<file path="src/rtl/audio_rec_play_ctrl.sv">
// Record/playback sequencer for the on-chip audio sample buffer: key conditioning,
// sample-rate tick, buffer write/read strobes. Build option LOOP_PLAY_EN: looping playback.
module audio_rec_play_ctrl #(
  parameter int CLK_HZ      = 50000000,
  parameter int SAMPLE_RATE = 48000,
  parameter int RECORD_TIME = 2,
  parameter int ADDR_W      = 17
) (
  input  logic              clk,
  input  logic              rst_n,
  input  logic              rec_key_n,
  input  logic              play_key_n,
  input  logic [15:0]       mic_in,
  output logic              buf_we,
  output logic [ADDR_W-1:0] buf_waddr,
  output logic [15:0]       buf_wdata,
  output logic              buf_re,
  output logic [ADDR_W-1:0] buf_raddr,
  input  logic [15:0]       buf_rdata,
  output logic [15:0]       audio_out,
  output logic              audio_valid,
  output logic [17:0]       ledr
);

  // state  | meaning
  // S_IDLE | waiting for a key press, no buffer traffic
  // S_REC  | writing mic_in to the buffer on every sample tick
  // S_PLAY | reading the buffer on every sample tick, samples go to audio_out

  localparam int DIV    = CLK_HZ / SAMPLE_RATE;
  localparam int TOTAL  = SAMPLE_RATE * RECORD_TIME;
  localparam int TCNT_W = (DIV > 1) ? $clog2(DIV) : 1;
  localparam int LEN_W  = ADDR_W + 1;

  localparam logic [TCNT_W-1:0] TICK_LAST = TCNT_W'(DIV - 1);
  localparam logic [LEN_W-1:0]  LEN_TOTAL = LEN_W'(TOTAL);
  localparam logic [LEN_W-1:0]  LEN_ONE   = LEN_W'(1);

  typedef enum logic [1:0] {
    S_IDLE = 2'd0,
    S_REC  = 2'd1,
    S_PLAY = 2'd2
  } state_t;

  state_t r_state;
  state_t w_state_nxt;

  logic r_rec_s1, r_rec_s2, r_rec_s3;
  logic r_play_s1, r_play_s2, r_play_s3;
  logic w_rec_press, w_play_press;

  logic [TCNT_W-1:0] r_tick_cnt;
  logic              w_tick;

  logic [LEN_W-1:0] r_smp_cnt;
  logic [LEN_W-1:0] r_rec_len;
  logic             r_done;
  logic             w_last_wr, w_last_rd;

  logic             w_start, w_we, w_re, w_cnt_inc, w_cnt_clr, w_done_set, w_len_ld;
  logic [LEN_W-1:0] w_len_nxt;

  logic              r_buf_we, r_buf_re, r_audio_valid;
  logic [ADDR_W-1:0] r_buf_waddr, r_buf_raddr;
  logic [15:0]       r_buf_wdata, r_audio_hold;

  // Synchronisers idle high so that reset release never looks like a press.
  always_ff @(posedge clk or negedge rst_n) begin
    if (!rst_n) begin
      r_rec_s1  <= 1'b1;
      r_rec_s2  <= 1'b1;
      r_rec_s3  <= 1'b1;
      r_play_s1 <= 1'b1;
      r_play_s2 <= 1'b1;
      r_play_s3 <= 1'b1;
    end else begin
      r_rec_s1  <= rec_key_n;
      r_rec_s2  <= r_rec_s1;
      r_rec_s3  <= r_rec_s2;
      r_play_s1 <= play_key_n;
      r_play_s2 <= r_play_s1;
      r_play_s3 <= r_play_s2;
    end
  end

  assign w_rec_press  = r_rec_s3 & ~r_rec_s2;
  assign w_play_press = r_play_s3 & ~r_play_s2;

  assign w_tick    = (r_state != S_IDLE) && (r_tick_cnt == TICK_LAST);
  assign w_last_wr = (r_smp_cnt == LEN_TOTAL - LEN_ONE);
  assign w_last_rd = (r_smp_cnt == r_rec_len - LEN_ONE);

  always_ff @(posedge clk or negedge rst_n) begin
    if (!rst_n) begin
      r_tick_cnt <= '0;
    end else if (w_start || (r_state == S_IDLE) || w_tick) begin
      r_tick_cnt <= '0;
    end else begin
      r_tick_cnt <= r_tick_cnt + 1'b1;
    end
  end

  always_ff @(posedge clk or negedge rst_n) begin
    if (!rst_n) begin
      r_state <= S_IDLE;
    end else begin
      r_state <= w_state_nxt;
    end
  end

  always_comb begin
    w_state_nxt = r_state;
    w_start     = 1'b0;
    w_we        = 1'b0;
    w_re        = 1'b0;
    w_cnt_inc   = 1'b0;
    w_cnt_clr   = 1'b0;
    w_done_set  = 1'b0;
    w_len_ld    = 1'b0;
    w_len_nxt   = r_rec_len;
    case (r_state)
      S_IDLE: begin
        if (w_rec_press) begin
          w_state_nxt = S_REC;
          w_start     = 1'b1;
        end else if (w_play_press && (r_rec_len != '0)) begin
          w_state_nxt = S_PLAY;
          w_start     = 1'b1;
        end
      end
      S_REC: begin
        if (w_tick) begin
          w_we      = 1'b1;
          w_cnt_inc = 1'b1;
        end
        if (w_tick && w_last_wr) begin
          w_len_ld    = 1'b1;
          w_len_nxt   = LEN_TOTAL;
          w_done_set  = 1'b1;
          w_state_nxt = S_IDLE;
        end else if (w_rec_press) begin
          // A write issued on this same cycle still counts toward the length.
          w_len_ld    = 1'b1;
          w_len_nxt   = w_tick ? (r_smp_cnt + LEN_ONE) : r_smp_cnt;
          w_done_set  = 1'b1;
          w_state_nxt = S_IDLE;
        end
      end
      S_PLAY: begin
        if (w_tick) begin
          w_re      = 1'b1;
          w_cnt_inc = 1'b1;
          if (w_last_rd) begin
`ifdef LOOP_PLAY_EN
            w_cnt_clr = 1'b1;
`else
            w_done_set  = 1'b1;
            w_state_nxt = S_IDLE;
`endif
          end
        end
        if (w_rec_press) begin
          w_state_nxt = S_REC;
          w_start     = 1'b1;
        end else if (w_play_press) begin
          w_done_set  = 1'b1;
          w_state_nxt = S_IDLE;
        end
      end
      default: w_state_nxt = S_IDLE;
    endcase
  end

  always_ff @(posedge clk or negedge rst_n) begin
    if (!rst_n) begin
      r_smp_cnt <= '0;
      r_rec_len <= '0;
      r_done    <= 1'b0;
    end else begin
      if (w_start || w_cnt_clr) begin
        r_smp_cnt <= '0;
      end else if (w_cnt_inc) begin
        r_smp_cnt <= r_smp_cnt + LEN_ONE;
      end
      if (w_len_ld) begin
        r_rec_len <= w_len_nxt;
      end
      if (w_start) begin
        r_done <= 1'b0;
      end else if (w_done_set) begin
        r_done <= 1'b1;
      end
    end
  end

  always_ff @(posedge clk or negedge rst_n) begin
    if (!rst_n) begin
      r_buf_we      <= 1'b0;
      r_buf_waddr   <= '0;
      r_buf_wdata   <= '0;
      r_buf_re      <= 1'b0;
      r_buf_raddr   <= '0;
      r_audio_valid <= 1'b0;
      r_audio_hold  <= '0;
    end else begin
      r_buf_we <= w_we;
      if (w_we) begin
        r_buf_waddr <= r_smp_cnt[ADDR_W-1:0];
        r_buf_wdata <= mic_in;
      end
      r_buf_re <= w_re;
      if (w_re) begin
        r_buf_raddr <= r_smp_cnt[ADDR_W-1:0];
      end
      r_audio_valid <= r_buf_re;
      if (r_audio_valid) begin
        r_audio_hold <= buf_rdata;
      end
    end
  end

  // The RAM returns data the cycle after the read strobe, so the valid cycle
  // passes it straight through and the hold register keeps it afterwards.
  assign audio_out   = r_audio_valid ? buf_rdata : r_audio_hold;
  assign audio_valid = r_audio_valid;
  assign buf_we      = r_buf_we;
  assign buf_waddr   = r_buf_waddr;
  assign buf_wdata   = r_buf_wdata;
  assign buf_re      = r_buf_re;
  assign buf_raddr   = r_buf_raddr;
  assign ledr        = {r_done, 15'd0, (r_state == S_PLAY), (r_state == S_REC)};

endmodule

</file>
<file path="config.mk">
export PLATFORM = sky130hd
export DESIGN_NAME = audio_rec_play_ctrl
export DESIGN_NICKNAME = d
export VERILOG_FILES = /design/src/rtl/audio_rec_play_ctrl.sv
export SDC_FILE = /design/constraint.sdc
export NUM_CORES = 1
export LEC_CHECK = 0
export CAP_MARGIN = 25
export CORE_UTILIZATION = 50
export CTS_BUF_LIST = sky130_fd_sc_hd__clkbuf_8
export DETAILED_ROUTE_END_ITERATION = 7
export DONT_BUFFER_PORTS = 1
export GPL_TIMING_DRIVEN = 0
export SETUP_SLACK_MARGIN = 0.05
export SLEW_MARGIN = 0
export SYNTH_ARGS = -nofsm -noshare
export SYNTH_HDL_FRONTEND = slang
export SYNTH_SLANG_ARGS = --single-unit
</file>
<file path="constraint.sdc">
create_clock -name clk -period 4.18 [get_ports clk]
set_input_delay 0.209 -clock clk [delete_from_list [all_inputs] [get_ports clk]]
set_output_delay 0.209 -clock clk [all_outputs]
set_load 0.005 [all_outputs]
</file>
==> impl_results.md, run 1 <==
* Reg-to-reg startpoint: r_state[0]
* Min Clock Period, post-route at roughly 3.3 ns
* Clock Skew at 0.01582 ns
* DRT antenna net count at 0
* Max-slew violation total from the final report at 0
* DIE HEIGHT at approximately 110 um
* Area contributors post-synth: dfrtp_1 (48%), mux2_2 (6.4%), nand2_1 (5.5%)
* Initial Util at 0.5133
* Die area at about 13000 um2
* First-pass GRT wire length at 21870 um
* Worst Hold Path EP: r_rec_s1
* Io pins at between 100 and 150
* Area post-placement at between 6000 and 7000 um2
* Synth unique cells at 54
* Yosys warnings at 0
* CTS tree: built
* Hold Crit Class: in -> reg
* H-tree Lvls at 4
* Setup bufs post-CTS at 0
* Reg2reg setup slack at 0.93 ns
* Layout cells sized above 1 at 0.1526
* Mapped Cells at a little under 600
* DR WL/cell at around 16 um
* Power per cell area at roughly 340 nW/um2
* Final setup viols at 0
* Hold_buf cts at 36
* Max Fclk at a little over 300 MHz
* Total Nets Final at 707
* I/O Buffers at 0
* Slew @ Worst Pin at approximately 0.7 ns
* Clk buf depth at 2
* Clock-pin slew on the worst setup and hold paths at about 0.060 ns
* Asr flop ratio synth at 1.000
* Initial DRC count at roughly 260
* Initial antenna violation count at 0
* Synthesized area at between 6000 and 7000 um2
* Synth Flop Type: dfrtp_1
* Clk_lat worst skew at between 0.4 and 0.5 ns
* Gpl congestion at between 0.8 and 0.9
* Total wire length at 13580 um
* TritonRoute pass-1 iters at 7
* Resized Gates After CTS at 0
* CTS buffer count at 17
* Via count at about 4400
* Sum of negative setup slack at 0 ns
* Top cell type's share of synthesized area at 0.4810
* Crit-path max FO at 10
* VDD IR max at between 0.2 and 0.25 mV
* Setup WS pre-CTS at ~0.98 ns
* Largest area contributor in the netlist: dfrtp_1
* Bufs and invs on worst path at 1
* Setup crit start kind: flip-flop
* Worst min-delay path startpoint: rec_key_n
* Worst Hold Depth at 1
* Cell area after layout at ~7200 um2
* Via density at 5.242
* Post-Syn Area per Cell at between 10 and 15 um2
* Final worst-path cycle share at 0.7780
* FF-to-FF End: r_done
* Slowest stage cell, crit path: nor4_4
* Final hold violations at 0
* Leak at 3.251 nW
* CP required at 4.56 ns
* Gr usage total at 0.2252
* # DRC at 0
* Clk root buf: clkbuf_8
* Cell chain of the critical path: inv_1 -> ha_1 -> nor4b_2 -> nand3_1 -> nor4_4 -> o21ai_1 -> nand2b_1 -> nor4b_1 -> a221o_1
* Row count at 40
* Status: completed
* Synthesized flop and latch total at ~130
* GRT overflow at 0
* Largest net degree at the start of global routing at 126
* Critical Path AT at about 3.6 ns
* Setup WS post-layout at between 0.9 and 1 ns
* Post-synthesis sequential area ratio at 0.5065
* EDFF count, synth at 0
* Top delay family on crit path: simple AND/OR/NAND/NOR gates
* Unrepaired setup endpoints after global routing: no
* Rel. slew slack at 0.5275
* Die X at around 110 um
* Core Region at roughly 12000 um2
* Diode count at 0
* WS Path Type: reg -> reg
* Layout area overhead at 16.27%
* Max-cap violations at 0
* Vias in the first global route at 4314
* CTS sink count at 125
* Slowest stage delay, CP at between 0.6 and 0.7 ns
* Detailed Place HPWL at 9342 um
* Worst Setup End Kind: flip-flop
* Worst R2R Path Depth at 9
==> routing by layer <==
metal  part of all wire  GRT usage
met5                  0          0
met4              0.019    0.09649
met3              0.049    0.05142
met2               0.48     0.3611
met1               0.45     0.2942
==> cell families after synthesis <==
family / synth area share
simple gates: 0.1815
flops: 0.5065
buf+inv: 0.04931
compound gates: 0.06346
xor+xnor: 0.08347
mux: 0.09903
fa+ha+maj: 0.01617
other cells: 0.0006057
==> metrics by stage <==
step,hold WS [ns],power [mW],instances,util
after global placement,-0.08372,1.468,776,0.5351
after CTS,0.2758,2.513,843,0.5968
after floorplan,-0.08659,1.426,608,-
after detailed placement,-0.08361,1.473,776,0.5351
after global routing,0.2832,2.592,843,0.5968
final,0.3046,2.482,843,0.5968
==> Yosys cell counts, types with 7 or more instances <==
cell type and n:
dfrtp_1 119, nand2_1 90, nor2_1 43, mux2_2 35, xnor2_1 32, clkbuf_1 27
xor2_1 27, nand3_1 22, a21oi_1 16, buf_4 16, mux2_1 15, o21ai_1 13
inv_1 11, o21ai_0 9, and3_1 8, ha_1 8, nor3_1 7, or3_1 7
==> power breakdown <==
group	internal [mW]	total, mW	switching, mW
logic	0.0924	0.238	0.146
registers	1.24	1.26	0.0258
clock network	0.515	0.979	0.463
==> worst max-delay path by stage <==
stage / start / to / slack [ns] / depth (start not counted)
floorplan: r_rec_len[0] / r_done / 1.58 / 8
global placement: r_state[0] / r_rec_len[3] / 1.05 / 9
detailed placement: r_state[0] / r_done / 0.98 / 9
CTS: r_state[0] / r_done / 0.94 / 9
global route: r_state[0] / r_done / 0.67 / 9
finish: r_state[0] / r_done / 0.93 / 9
==> layout make-up <==
cell class	count	area [um2]
buffer	50	264.0
clock buffer	17	234.0
clock inverter	14	132.6
fill	1068	4863
inverter	11	41.29
multi-input combinational	422	2803
sequential	125	3136
tap	168	210.2
timing repair buffer	36	377.9
==> worst register-to-register path: cells and delay by family, from the launching register on <==
family                   cells  cell delay, ns
AO/OA/AOI/OAI                2            0.56
adder cells (fa/ha/maj)      1            0.25
buffers and inverters        1            0.08
flip-flops                   1            0.39
AND/OR/NAND/NOR              5            1.91
==> cell usage in the layout (no fill, tap or decap), types with 5 or more instances in the layout <==
cell / netlist / routed
dfrtp_1: 119 / 119
nand2_1: 90 / 90
nor2_1: 43 / 43
mux2_2: 35 / 35
dlygate4sd3_1: 0 / 35
xnor2_1: 32 / 32
clkbuf_1: 27 / 27
xor2_1: 27 / 27
nand3_1: 22 / 22
clkbuf_8: 0 / 17
a21oi_1: 16 / 16
buf_4: 16 / 16
mux2_1: 15 / 15
conb_1: 1 / 15
inv_1: 11 / 14
o21ai_1: 13 / 13
o21ai_0: 9 / 9
and3_1: 8 / 8
ha_1: 8 / 8
or3_1: 7 / 7
nor3_1: 7 / 7
and2_1: 6 / 6
o31ai_1: 6 / 6
dfstp_2: 6 / 6
nor2b_1: 5 / 5
nor4_1: 5 / 5
a31oi_1: 5 / 5
nand2b_1: 5 / 5
mux2i_1: 5 / 5
nand4_1: 5 / 5
==> flip-flops by register name, indices dropped and copies added, names as in the netlist <==
signal,cells
r_play_s2,1
buf_raddr,17
buf_wdata,16
r_done,1
buf_we,1
r_rec_s3,1
r_audio_hold,16
buf_re,1
r_smp_cnt,18
r_rec_s2,1
r_tick_cnt,11
r_play_s1,1
audio_valid,1
r_state,2
buf_waddr,17
r_play_s3,1
r_rec_s1,1
r_rec_len,18
Note: power is estimated with default switching activity, not from simulation.
==> run 2, diff against run 1 <==
--- a/config.mk
+++ b/config.mk
@@ -11,6 +11,7 @@
 export DETAILED_ROUTE_END_ITERATION = 7
 export DONT_BUFFER_PORTS = 1
 export GPL_TIMING_DRIVEN = 0
+export PLACE_DENSITY = 0.68
 export SETUP_SLACK_MARGIN = 0.05
 export SLEW_MARGIN = 0
 export SYNTH_ARGS = -nofsm -noshare
==> constraint.sdc (replaced) <==
create_clock -name clk -period 2.9 [get_ports clk]
set_input_delay 0.145 -clock clk [delete_from_list [all_inputs] [get_ports clk]]
set_output_delay 0.145 -clock clk [all_outputs]
set_load 0.005 [all_outputs]
==> run 2 against run 1 <==
The flow now finishes with violations (negative hold slack); sequential share of layout area down 1.1 points; critical path depth unchanged; hold slack lost 0.92 ns; worst setup slack worse by 0.76 ns; cell count rose by 0.71%; global-route usage down 0.27 points; critical path type unchanged.
==> impl_results.md, run 2 (synthesis gave the netlist of run 1 again) <==
* Clk buf depth at 2 (unchanged)
* Hold WS at -0.6118 ns (-0.9164 ns)
* Via count at 4426 (+0.16%)
* Final Total Pwr at 4.022 mW (+62%)
* Slew @ Worst Pin at 0.6391 ns (-0.06498 ns)
* Min Clock Period, post-route at 2.731 ns (-0.5207 ns)
* Hold_buf cts at 34 (-5.6%)
* Clk root buf: clkbuf_8
* Gpl congestion at 0.8160 (-1.3%)
* Via density at 5.213 (-0.55%)
* DIE HEIGHT at 113.3 um (unchanged)
* Final worst-path cycle share at 0.9418 (+0.1638)
* TritonRoute pass-1 iters at 4 (-3)
* Area of the multi-input gates at 2840 um2 (+1.3%)
* Cell area after layout at 7390 um2 (+2.7%)
* Largest regs: r_rec_len (18), r_smp_cnt (18)
* Clock Skew at 0.008381 ns (-0.007442 ns)
* Final Non-Filler Cells at 849 (+0.71%)
* # DRC at 0 (unchanged)
* Clock-pin slew on the worst setup and hold paths at 0.07 ns (about the same)
* Slowest stage cell, crit path: or4_4
* Total Nets Final at 712 (+0.71%)
* CTS buffer count at 17 (unchanged)
* H-tree Lvls at 4 (unchanged)
* Most frequent cells in the layout: dfrtp_1 (118), nand2_1 (90), nor2_1 (43)
* Cell chain of the critical path: buf_6 -> or4_4 -> buf_6 -> nor4_2 -> mux2i_1 -> mux2i_1 -> a22oi_2 -> nor4b_1 -> a221o_1
* Largest net degree at the start of global routing at 126 (unchanged)
* Layout area overhead at 19.36%
* Diode count at 0 (unchanged)
* DR WL/cell at 15.77 um (-2.1%)
* Crit-path max FO at 9 (-1)
* GRT overflow at 0 (unchanged)
* WS Path Type: reg -> reg
* VDD IR max at 0.6096 mV (+170%)
* CTS tree: built
* Io pins at 123 (unchanged)
* Hold Crit Class: in -> async
* Die X at 113.3 um (unchanged)
* Die area at 12830 um2 (unchanged)
* Fillcell total at 986 (-7.7%)
* Placed cells at 776 (unchanged)
* Critical Path AT at 3.06 ns (-0.57 ns)
* Final hold violations at 125 (+125)
* Worst Setup End Kind: flip-flop
* Leak at 3.333 nW (+2.5%)
* Status: finished, violations left
* Seq. cell area at 3137 um2 (about the same)
* Rel. slew slack at 0.5700 (+0.04254)
* Slowest stage delay, CP at 0.53 ns (-0.10 ns)
* Bufs and invs on worst path at 2 (+1)
* Max-cap violations at 0 (unchanged)
* Max Fclk at 366.1 MHz (+19%)
* Gr usage total at 0.2224 (-0.002729)
* DRT antenna net count at 0 (unchanged)
* Layout cells sized above 1 at 0.1806 (+0.02802)
* Failing checks: negative hold slack
* Initial Util at 0.5133 (unchanged)
* Vias in the first global route at 4340 (+0.60%)
* Unrepaired setup endpoints after global routing: no
* First-pass GRT wire length at 21740 um (-0.63%)
* Row count at 40 (unchanged)
* Most common cell after layout, fill and taps aside: dfrtp_1
* I/O Buffers at 0 (unchanged)
* Detailed Place HPWL at 9337 um (about the same)
* CTS sink count at 125 (unchanged)
* Core Region at 12060 um2 (unchanged)
* Initial DRC count at 282 (+7.6%)
* Setup crit start kind: flip-flop
* Area post-placement at 6454 um2 (unchanged)
* Total wire length at 13390 um (-1.4%)
* Clk_lat worst skew at 0.45 ns (about the same)
* Initial antenna violation count at 0 (unchanged)
* CP required at 3.23 ns (-1.33 ns)
* Top delay family on crit path: simple AND/OR/NAND/NOR gates
* Max-slew violation total from the final report at 0 (unchanged)
* Final setup viols at 0 (unchanged)
* Power per cell area at 544.3 nW/um2 (+58%)
[run 2: cell count changes in the layout (fill, tap and decap cells not counted), moves of 3 or more]
cell	before	now
buf_1	4	1
buf_4	16	23
bufinv_16	2	6
clkbuf_8	17	21
clkinv_4	3	0
inv_1	14	11
[run 2: cell type report]
type                       count  area share
buffer                        50     0.03640
clock buffer                  21     0.03911
clock inverter                11     0.02845
inverter                      11    0.005588
multi-input combinational    422      0.3844
sequential                   125      0.4245
tap                          168     0.02845
timing repair buffer          41     0.05317
[run 2: worst register-to-register path: cells and delay by family (launching register included)]
kind            cells  cell delay, ns
compound gates      2            0.63
mux                 2            0.33
flops               1            0.37
buf+inv             2            0.28
simple gates        3            0.99
[run 2: worst paths after layout]
path	endpoint	from	cells after the start	slack (ns)
worst max-delay path	r_done	r_rec_len[3]	9	0.17
worst min-delay path	buf_re	rst_n	0	-0.61
worst max register to register	r_done	r_rec_len[3]	9	0.17
worst min register to register	r_rec_s2	r_rec_s1	0	0.36
max in group asynchronous	r_rec_s3	rst_n	0	3.26
min in group clk	r_play_s1	play_key_n	1	0.24
[run 2: stage by stage]
step | setup slack, ns | util | TNS (ns)
2_1_floorplan | 0.2987 | - | 0
4_1_cts | 0.04617 | 0.6067 | 0
3_5_place_dp | -0.3683 | 0.5351 | -7.870
3_3_place_gp | -0.2962 | 0.5351 | -5.194
5_1_grt | 0.05896 | 0.6127 | 0
6_report | 0.1687 | 0.6127 | 0
[run 2: per-layer routing]
layer,routed length [um],track usage,vias up
li1,-,-,2133
met1,5618,0.2705,2161
met2,6741,0.3661,113
met3,772,0.06588,19
met4,259,0.1009,0
met5,0,0,-
[run 2: timing repair]
action                                 in CTS  in global routing
endpoints found under the hold margin     159                125
pin swaps                                   2                  0
gates resized for setup                     4                  9
setup endpoints to repair                  61                 61
setup buffers                               2                  5
[run 2: power breakdown]
group / internal (mW) / switching, mW / total, mW
Combinational: 0.138 / 0.188 / 0.326
Clock: 1.20 / 0.673 / 1.87
Sequential: 1.79 / 0.0397 / 1.83
